### src/rtl/game_sequencer_pkg.sv
// Shared state codes, default game parameters and field widths for the frog game flow.
package game_sequencer_pkg;

  localparam int unsigned STATE_W = 3;
  localparam int unsigned LEVEL_W = 4;

  localparam int unsigned DEF_MAX_LIVES    = 4;
  localparam int unsigned DEF_DEATH_FRAMES = 90;
  localparam int unsigned DEF_WIN_FRAMES   = 60;
  localparam int unsigned DEF_MAX_LEVEL    = 7;

  typedef enum logic [STATE_W-1:0] {
    ST_ATTRACT   = 3'd0,
    ST_PLAY      = 3'd1,
    ST_DYING     = 3'd2,
    ST_LEVEL_UP  = 3'd3,
    ST_GAME_OVER = 3'd4
  } state_t;

  // Thermometer lives display; four or more lives light every LED.
  function automatic logic [3:0] lives_to_led(input logic [2:0] lives);
    if (lives >= 3'd4) return '1;
    return 4'((4'd1 << lives) - 4'd1);
  endfunction

endpackage

### src/rtl/game_sequencer_if.sv
// Signal bundle between the game sequencer and the surrounding frog-game blocks.
interface game_sequencer_if;
  import game_sequencer_pkg::*;

  logic               VGA_VS;
  logic               start_req;
  logic               collision;
  logic               goal_reached;
  logic [STATE_W-1:0] game_state;
  logic               player_enable;
  logic               car_enable;
  logic               player_reset;
  logic [LEVEL_W-1:0] level;
  logic [7:0]         score_bcd;
  logic [3:0]         lives_led;
  logic               blink;

  modport master (
    output VGA_VS, start_req, collision, goal_reached,
    input  game_state, player_enable, car_enable, player_reset,
           level, score_bcd, lives_led, blink
  );

  modport slave (
    input  VGA_VS, start_req, collision, goal_reached,
    output game_state, player_enable, car_enable, player_reset,
           level, score_bcd, lives_led, blink
  );
endinterface

### src/rtl/game_sequencer_bcd_score_counter.sv
// Two-digit BCD score counter with clear, increment and hold at 99.
module bcd_score_counter (
  input  logic       clk,
  input  logic       rst_n,
  input  logic       inc_i,
  input  logic       clr_i,
  output logic [7:0] score_o
);

  logic [3:0] tens_q, tens_d;
  logic [3:0] units_q, units_d;

  always_comb begin
    tens_d  = tens_q;
    units_d = units_q;
    if (clr_i) begin
      tens_d  = '0;
      units_d = '0;
    end else if (inc_i && !(tens_q == 4'd9 && units_q == 4'd9)) begin
      if (units_q == 4'd9) begin
        units_d = '0;
        tens_d  = tens_q + 4'd1;
      end else begin
        units_d = units_q + 4'd1;
      end
    end
  end

  always_ff @(posedge clk or negedge rst_n) begin
    if (!rst_n) begin
      tens_q  <= '0;
      units_q <= '0;
    end else begin
      tens_q  <= tens_d;
      units_q <= units_d;
    end
  end

  assign score_o = {tens_q, units_q};

endmodule

### src/rtl/game_sequencer.sv
// Frog game flow controller: attract, play, death, level-up and game-over, timed in display frames.
module game_sequencer
  import game_sequencer_pkg::*;
#(
  parameter int unsigned MAX_LIVES    = DEF_MAX_LIVES,
  parameter int unsigned DEATH_FRAMES = DEF_DEATH_FRAMES,
  parameter int unsigned WIN_FRAMES   = DEF_WIN_FRAMES,
  parameter int unsigned MAX_LEVEL    = DEF_MAX_LEVEL
) (
  input logic             CLK,
  input logic             RST_N,
  game_sequencer_if.slave bus
);

  localparam logic [2:0]         LIVES_INIT = 3'(MAX_LIVES);
  localparam logic [7:0]         DEATH_T    = 8'(DEATH_FRAMES);
  localparam logic [7:0]         WIN_T      = 8'(WIN_FRAMES);
  localparam logic [LEVEL_W-1:0] LEVEL_SAT  = LEVEL_W'(MAX_LEVEL);
  localparam logic [LEVEL_W-1:0] LEVEL_ONE  = LEVEL_W'(1);

  state_t             state_q, state_d;
  logic               vs_q, start_q;
  logic [2:0]         lives_q, lives_d;
  logic [LEVEL_W-1:0] level_q, level_d;
  logic [7:0]         timer_q, timer_d;
  logic [3:0]         fcnt_q, fcnt_d;
  logic               pen_q, pen_d, cen_q, cen_d;
  logic               prst_q, prst_d, blink_q, blink_d;
  logic               score_inc, score_clr;
  logic [7:0]         score_bcd;

  logic frame_tick, start_edge;
  assign frame_tick = vs_q & ~bus.VGA_VS;
  assign start_edge = bus.start_req & ~start_q;

  always_comb begin
    state_d   = state_q;
    lives_d   = lives_q;
    level_d   = level_q;
    timer_d   = timer_q;
    fcnt_d    = fcnt_q;
    prst_d    = 1'b0;
    score_inc = 1'b0;
    score_clr = 1'b0;
    case (state_q)
      ST_ATTRACT, ST_GAME_OVER: begin
        if (start_edge) begin
          state_d   = ST_PLAY;
          lives_d   = LIVES_INIT;
          level_d   = LEVEL_ONE;
          timer_d   = '0;
          score_clr = 1'b1;
          prst_d    = 1'b1;
        end
      end
      ST_PLAY: begin
        if (bus.collision) begin
          state_d = ST_DYING;
          if (lives_q != 3'd0) lives_d = lives_q - 3'd1;
          timer_d = DEATH_T;
          fcnt_d  = '0;
        end else if (bus.goal_reached) begin
          state_d   = ST_LEVEL_UP;
          score_inc = 1'b1;
          if (level_q < LEVEL_SAT) level_d = level_q + LEVEL_ONE;
          timer_d   = WIN_T;
        end
      end
      ST_DYING: begin
        // Timer reaches zero on the exit tick, so the phase lasts exactly DEATH_FRAMES ticks.
        if (frame_tick) begin
          fcnt_d = fcnt_q + 4'd1;
          if (timer_q <= 8'd1) begin
            timer_d = '0;
            if (lives_q == 3'd0) begin
              state_d = ST_GAME_OVER;
            end else begin
              state_d = ST_PLAY;
              prst_d  = 1'b1;
            end
          end else begin
            timer_d = timer_q - 8'd1;
          end
        end
      end
      ST_LEVEL_UP: begin
        if (frame_tick) begin
          if (timer_q <= 8'd1) begin
            timer_d = '0;
            state_d = ST_PLAY;
            prst_d  = 1'b1;
          end else begin
            timer_d = timer_q - 8'd1;
          end
        end
      end
      default: state_d = ST_ATTRACT;
    endcase
    pen_d   = (state_d == ST_PLAY);
    cen_d   = (state_d == ST_PLAY);
    blink_d = (state_d == ST_DYING) & fcnt_d[3];
  end

  always_ff @(posedge CLK or negedge RST_N) begin
    if (!RST_N) begin
      state_q <= ST_ATTRACT;
      vs_q    <= 1'b1;
      start_q <= 1'b1;
      lives_q <= LIVES_INIT;
      level_q <= LEVEL_ONE;
      timer_q <= '0;
      fcnt_q  <= '0;
      pen_q   <= 1'b0;
      cen_q   <= 1'b0;
      prst_q  <= 1'b0;
      blink_q <= 1'b0;
    end else begin
      state_q <= state_d;
      vs_q    <= bus.VGA_VS;
      start_q <= bus.start_req;
      lives_q <= lives_d;
      level_q <= level_d;
      timer_q <= timer_d;
      fcnt_q  <= fcnt_d;
      pen_q   <= pen_d;
      cen_q   <= cen_d;
      prst_q  <= prst_d;
      blink_q <= blink_d;
    end
  end

  bcd_score_counter u_score (
    .clk     (CLK),
    .rst_n   (RST_N),
    .inc_i   (score_inc),
    .clr_i   (score_clr),
    .score_o (score_bcd)
  );

  assign bus.game_state    = state_q;
  assign bus.player_enable = pen_q;
  assign bus.car_enable    = cen_q;
  assign bus.player_reset  = prst_q;
  assign bus.level         = level_q;
  assign bus.score_bcd     = score_bcd;
  assign bus.lives_led     = lives_to_led(lives_q);
  assign bus.blink         = blink_q;

endmodule
### src/flat_wrapper.sv
// flat-port wrapper written by rule: the top's interface ports become plain ports
module game_sequencer_flat import game_sequencer_pkg::*;
#(
  parameter int unsigned MAX_LIVES    = DEF_MAX_LIVES,
  parameter int unsigned DEATH_FRAMES = DEF_DEATH_FRAMES,
  parameter int unsigned WIN_FRAMES   = DEF_WIN_FRAMES,
  parameter int unsigned MAX_LEVEL    = DEF_MAX_LEVEL
)
  (CLK, RST_N, bus_VGA_VS, bus_start_req, bus_collision, bus_goal_reached, bus_game_state, bus_player_enable, bus_car_enable, bus_player_reset, bus_level, bus_score_bcd, bus_lives_led, bus_blink);
  game_sequencer_if bus_i ();
  input logic CLK;
  input logic RST_N;
  input wire logic [$bits(bus_i.VGA_VS)-1:0] bus_VGA_VS;
  input wire logic [$bits(bus_i.start_req)-1:0] bus_start_req;
  input wire logic [$bits(bus_i.collision)-1:0] bus_collision;
  input wire logic [$bits(bus_i.goal_reached)-1:0] bus_goal_reached;
  output wire logic [$bits(bus_i.game_state)-1:0] bus_game_state;
  output wire logic [$bits(bus_i.player_enable)-1:0] bus_player_enable;
  output wire logic [$bits(bus_i.car_enable)-1:0] bus_car_enable;
  output wire logic [$bits(bus_i.player_reset)-1:0] bus_player_reset;
  output wire logic [$bits(bus_i.level)-1:0] bus_level;
  output wire logic [$bits(bus_i.score_bcd)-1:0] bus_score_bcd;
  output wire logic [$bits(bus_i.lives_led)-1:0] bus_lives_led;
  output wire logic [$bits(bus_i.blink)-1:0] bus_blink;
  assign bus_i.VGA_VS = bus_VGA_VS;
  assign bus_i.start_req = bus_start_req;
  assign bus_i.collision = bus_collision;
  assign bus_i.goal_reached = bus_goal_reached;
  assign bus_game_state = bus_i.game_state;
  assign bus_player_enable = bus_i.player_enable;
  assign bus_car_enable = bus_i.car_enable;
  assign bus_player_reset = bus_i.player_reset;
  assign bus_level = bus_i.level;
  assign bus_score_bcd = bus_i.score_bcd;
  assign bus_lives_led = bus_i.lives_led;
  assign bus_blink = bus_i.blink;
  game_sequencer #(.MAX_LIVES(MAX_LIVES), .DEATH_FRAMES(DEATH_FRAMES), .WIN_FRAMES(WIN_FRAMES), .MAX_LEVEL(MAX_LEVEL)) u_core (.CLK(CLK), .RST_N(RST_N), .bus(bus_i));
endmodule
### config.mk
export PLATFORM = sky130hd
export DESIGN_NAME = game_sequencer_flat
export DESIGN_NICKNAME = d
export VERILOG_FILES = /design/src/rtl/game_sequencer_pkg.sv /design/src/rtl/game_sequencer_if.sv /design/src/rtl/game_sequencer_bcd_score_counter.sv /design/src/rtl/game_sequencer.sv /design/src/flat_wrapper.sv
export SDC_FILE = /design/constraint.sdc
export NUM_CORES = 1
export LEC_CHECK = 0
export BUFFER_PORTS_ARGS = -buffer_cell sky130_fd_sc_hd__buf_4
export CAP_MARGIN = 20
export CELL_PAD_IN_SITES_DETAIL_PLACEMENT = 0
export CELL_PAD_IN_SITES_GLOBAL_PLACEMENT = 1
export CORE_MARGIN = 4
export CORE_UTILIZATION = 44
export CTS_CLUSTER_SIZE = 10
export DETAILED_ROUTE_END_ITERATION = 8
export GPL_ROUTABILITY_DRIVEN = 1
export GPL_TIMING_DRIVEN = 0
export PLACE_DENSITY = 0.79
export SYNTH_ARGS = -nofsm -noshare
export SYNTH_HDL_FRONTEND = slang
export SYNTH_SLANG_ARGS = --single-unit
### constraint.sdc
create_clock -name CLK -period 2.4 [get_ports CLK]
set_clock_uncertainty 0.05 [all_clocks]
set_input_delay 0.12 -clock CLK [delete_from_list [all_inputs] [get_ports CLK]]
set_output_delay 0.12 -clock CLK [all_outputs]
set_load 0.05 [all_outputs]
==> metrics.md <==
| Metric | Value |
|---|---|
| Vias in the first global route | `1649` |
| Hold crit path type | `input port to register` |
| Die ar. | `5800 um^2` |
| Hold Fails Final Rpt | `0` |
| Sink Count | `35` |
| Share of layout cells above drive strength 1 | `20.2%` |
| Total wire length | `4500 um` |
| Number of synthesized register bits | `35` |
| Setup Crit Path Kind | `register to register` |
| Pwr per Cell Area | `1160 nW/um^2` |
| Initial antenna violation count | `0` |
| Routed len/inst | `14.8 um` |
| Die Span Y | `76.1 um` |
| Placed instance area | `2320 um^2` |
| Clk pin slew, worst setup/hold paths | `0.07 ns` |
| Congestion Overflow GR | `0` |
| DR iter-0 viols | `71` |
| Num ports | `29` |
| Core ar. | `4410 um^2` |
| Die W | `76.1 um` |
| Final Cell Area | `2440 um^2` |
| TNS Setup | `0 ns` |
| GP Congestion | `0.872` |
| Via count | `1666` |
| Syn Nets | `234` |
| Syn Inst Count | `214` |
| Slew Viols, Final | `0` |
| Status | `complete, no violations` |
| Port bufs | `28` |
| Largest area contributor in the netlist | `dfrtp_1` |
| Clk Latency, worst-skew pair | `0.28 ns` |
| DR DRC count | `0` |
| Num rows | `24` |
| Setup slack, reg-to-reg | `0.26 ns` |
| Leakage | `1.12 nW` |
| Synth unique cells | `52` |
| Slowest stage delay, CP | `0.58 ns` |
| Req. time, crit path | `2.56 ns` |
| Initial core utilization | `46.3%` |
| Antenna-violating nets left | `0` |
| Post-Syn Area per Cell | `9.54 um^2` |
| Crit. End Element | `register` |
| Critical path, cell by cell | `buf_4 > nor3b_1 > a21oi_1 > o31ai_1 > o2bb2ai_1` |
| Max stage delay cell, worst path | `nor3b_1` |
| DR pass1 iterations | `4` |
| Total CTS buffers | `5` |
| Seq/Total Area, Yosys | `43.1%` |
| Vias/cell | `5.46` |
| Worst VDD drop | `0.000576 V` |
| Max-slew headroom | `53.6%` |
| Pin count of the biggest net entering global routing | `36` |
| CTS Buffer Depth | `2` |
| Max cap viols | `0` |
| Ant. Diodes | `0` |
| Worst Path Buf+Inv | `1` |
| GRT Total Usage | `16.3%` |
| CTS tree | `yes` |
| WHS | `0.133 ns` |
| CTS H-tree depth | `2` |
| CP delay by family, top | `compound AO/OA/AOI/OAI gates` |
| Ranking of synthesized cells by area | `dfrtp_1 38%, ha_1 8.6%, dfstp_2 5.1%` |
| Startpoint types | `register` |
| Syn. warnings | `0` |
| Primary FF master, synth | `dfrtp_1` |
| Most frequent cells in the layout | `31 x buf_4, 31 x dfrtp_1, 18 x inv_1` |
| Share of flip-flops with an asynchronous set or reset | `100%` |
| Final Setup Violations | `0` |
| Root Buffer Master | `clkbuf_8` |
| First-pass GRT wire length | `7850 um` |
| Critical path arrival | `2.29 ns` |
| Layout net count | `272` |
| RSZ-0062 raised after global routing | `no` |
| Post-Synthesis Cell Area | `2040 um^2` |
| Fmax | `468 MHz` |
| Number of synthesized flops with an enable pin | `0` |
| Period utilisation layout | `89.0%` |
| Crit-path max FO | `10` |
| Post-DP HPWL | `3230 um` |
| Slew @ Worst Pin | `0.693 ns` |
| Crit path time final | `2.14 ns` |
| Top-area cell type share of the netlist area | `38.0%` |
| Area Growth Syn to Fin | `19.4%` |
==> power breakdown <==
part	internal, mW	switching (mW)
logic	0.537	0.934
registers	0.762	0.182
clock network	0.204	0.210
total	1.50	1.33
==> through the flow <==
stage / utilization (%) / setup slack [ns] / instances / power, mW
after detailed placement: 52.5 / 0.0815 / 294 / 2.42
after CTS: 55.0 / 0.0991 / 305 / 2.85
final: 55.2 / 0.264 / 305 / 2.83
after floorplan: - / 0.323 / 214 / 2.03
after global placement: 52.5 / 0.154 / 294 / 2.41
after global routing: 55.2 / 0.117 / 305 / 3.07
==> what timing repair did <==
action,in CTS,in global routing
setup buffers,0,0
endpoints found under the hold margin,33,0
setup endpoints to repair,0,2
gates resized for setup,0,1
hold buffers,3,0
==> routing by layer <==
| metal | vias up | routed length (um) | GRT usage, % |
|---|---|---|---|
| met3 | 7 | 234 | 5.32 |
| met5 | - | 0 | 0 |
| li1 | 848 | - | - |
| met1 | 782 | 2140 | 21.8 |
| met2 | 29 | 2060 | 25.1 |
| met4 | 0 | 66 | 5.24 |
==> area by class of cell <==
class                           count  area [um^2]
Buffer                              7         38.8
Tap cell                           52         65.1
Sequential cell                    35          881
Timing Repair Buffer               31          240
Clock buffer                        7         76.3
Fill cell                         403         1980
Inverter                           18         67.6
Multi-Input combinational cell    154         1060
Clock inverter                      1         5.00
==> registers in the layout (all words and copies together), names as in the netlist <==
| signal | count |
|---|---|
| u_core.timer_q | 8 |
| u_core.lives_q | 3 |
| u_core.bus.level | 4 |
| u_core.u_score.units_q | 4 |
| u_core.bus.player_enable | 1 |
| u_core.vs_q | 1 |
| u_core.fcnt_q | 4 |
| u_core.bus.blink | 1 |
| u_core.bus.player_reset | 1 |
| u_core.u_score.tens_q | 4 |
| u_core.bus.game_state | 3 |
| u_core.start_q | 1 |
==> final timing paths <==
kind                                          startpoint                       end  cells after the start
worst max-delay path            u_core.bus.game_state[1]         u_core.timer_q[3]                      5
worst min-delay path                    bus_goal_reached  u_core.u_score.tens_q[3]                      3
worst max register to register  u_core.bus.game_state[1]         u_core.timer_q[3]                      5
worst min register to register          u_core.fcnt_q[2]          u_core.fcnt_q[2]                      1
max in group asynchronous                          RST_N               u_core.vs_q                      2
min in group asynchronous                          RST_N  u_core.u_score.tens_q[2]                      2
==> synth_stat cells, drive strengths merged (4+ instances only) <==
cell	instances
nor3	7
nand4	4
dfrtp	31
xnor2	4
buf	4
nand2	17
nor2b	4
o21ai	17
nor2	9
inv	18
nand3	6
a21oi	11
nand2b	8
o31ai	5
dfstp	4
a31oi	4
ha	14
==> worst register-to-register path, stage by stage (launching register included) <==
cell,delay (ns)
dfrtp_1,0.43
buf_4,0.19
nor3b_1,0.58
a21oi_1,0.35
o31ai_1,0.33
o2bb2ai_1,0.14
==> cells by family after synthesis <==
kind of cell               after synthesis  synth area share, %
muxes                                    1                0.490
buffers and inverters                   25                 5.21
DFF                                     35                 43.1
xor gates and xnor gates                 5                 2.14
adders and majority gates               14                 8.58
AOI/OAI and AO/OA                       57                 18.0
and+or+nand+nor                         77                 22.5
No activity file was read; power rests on OpenSTA's default activity.
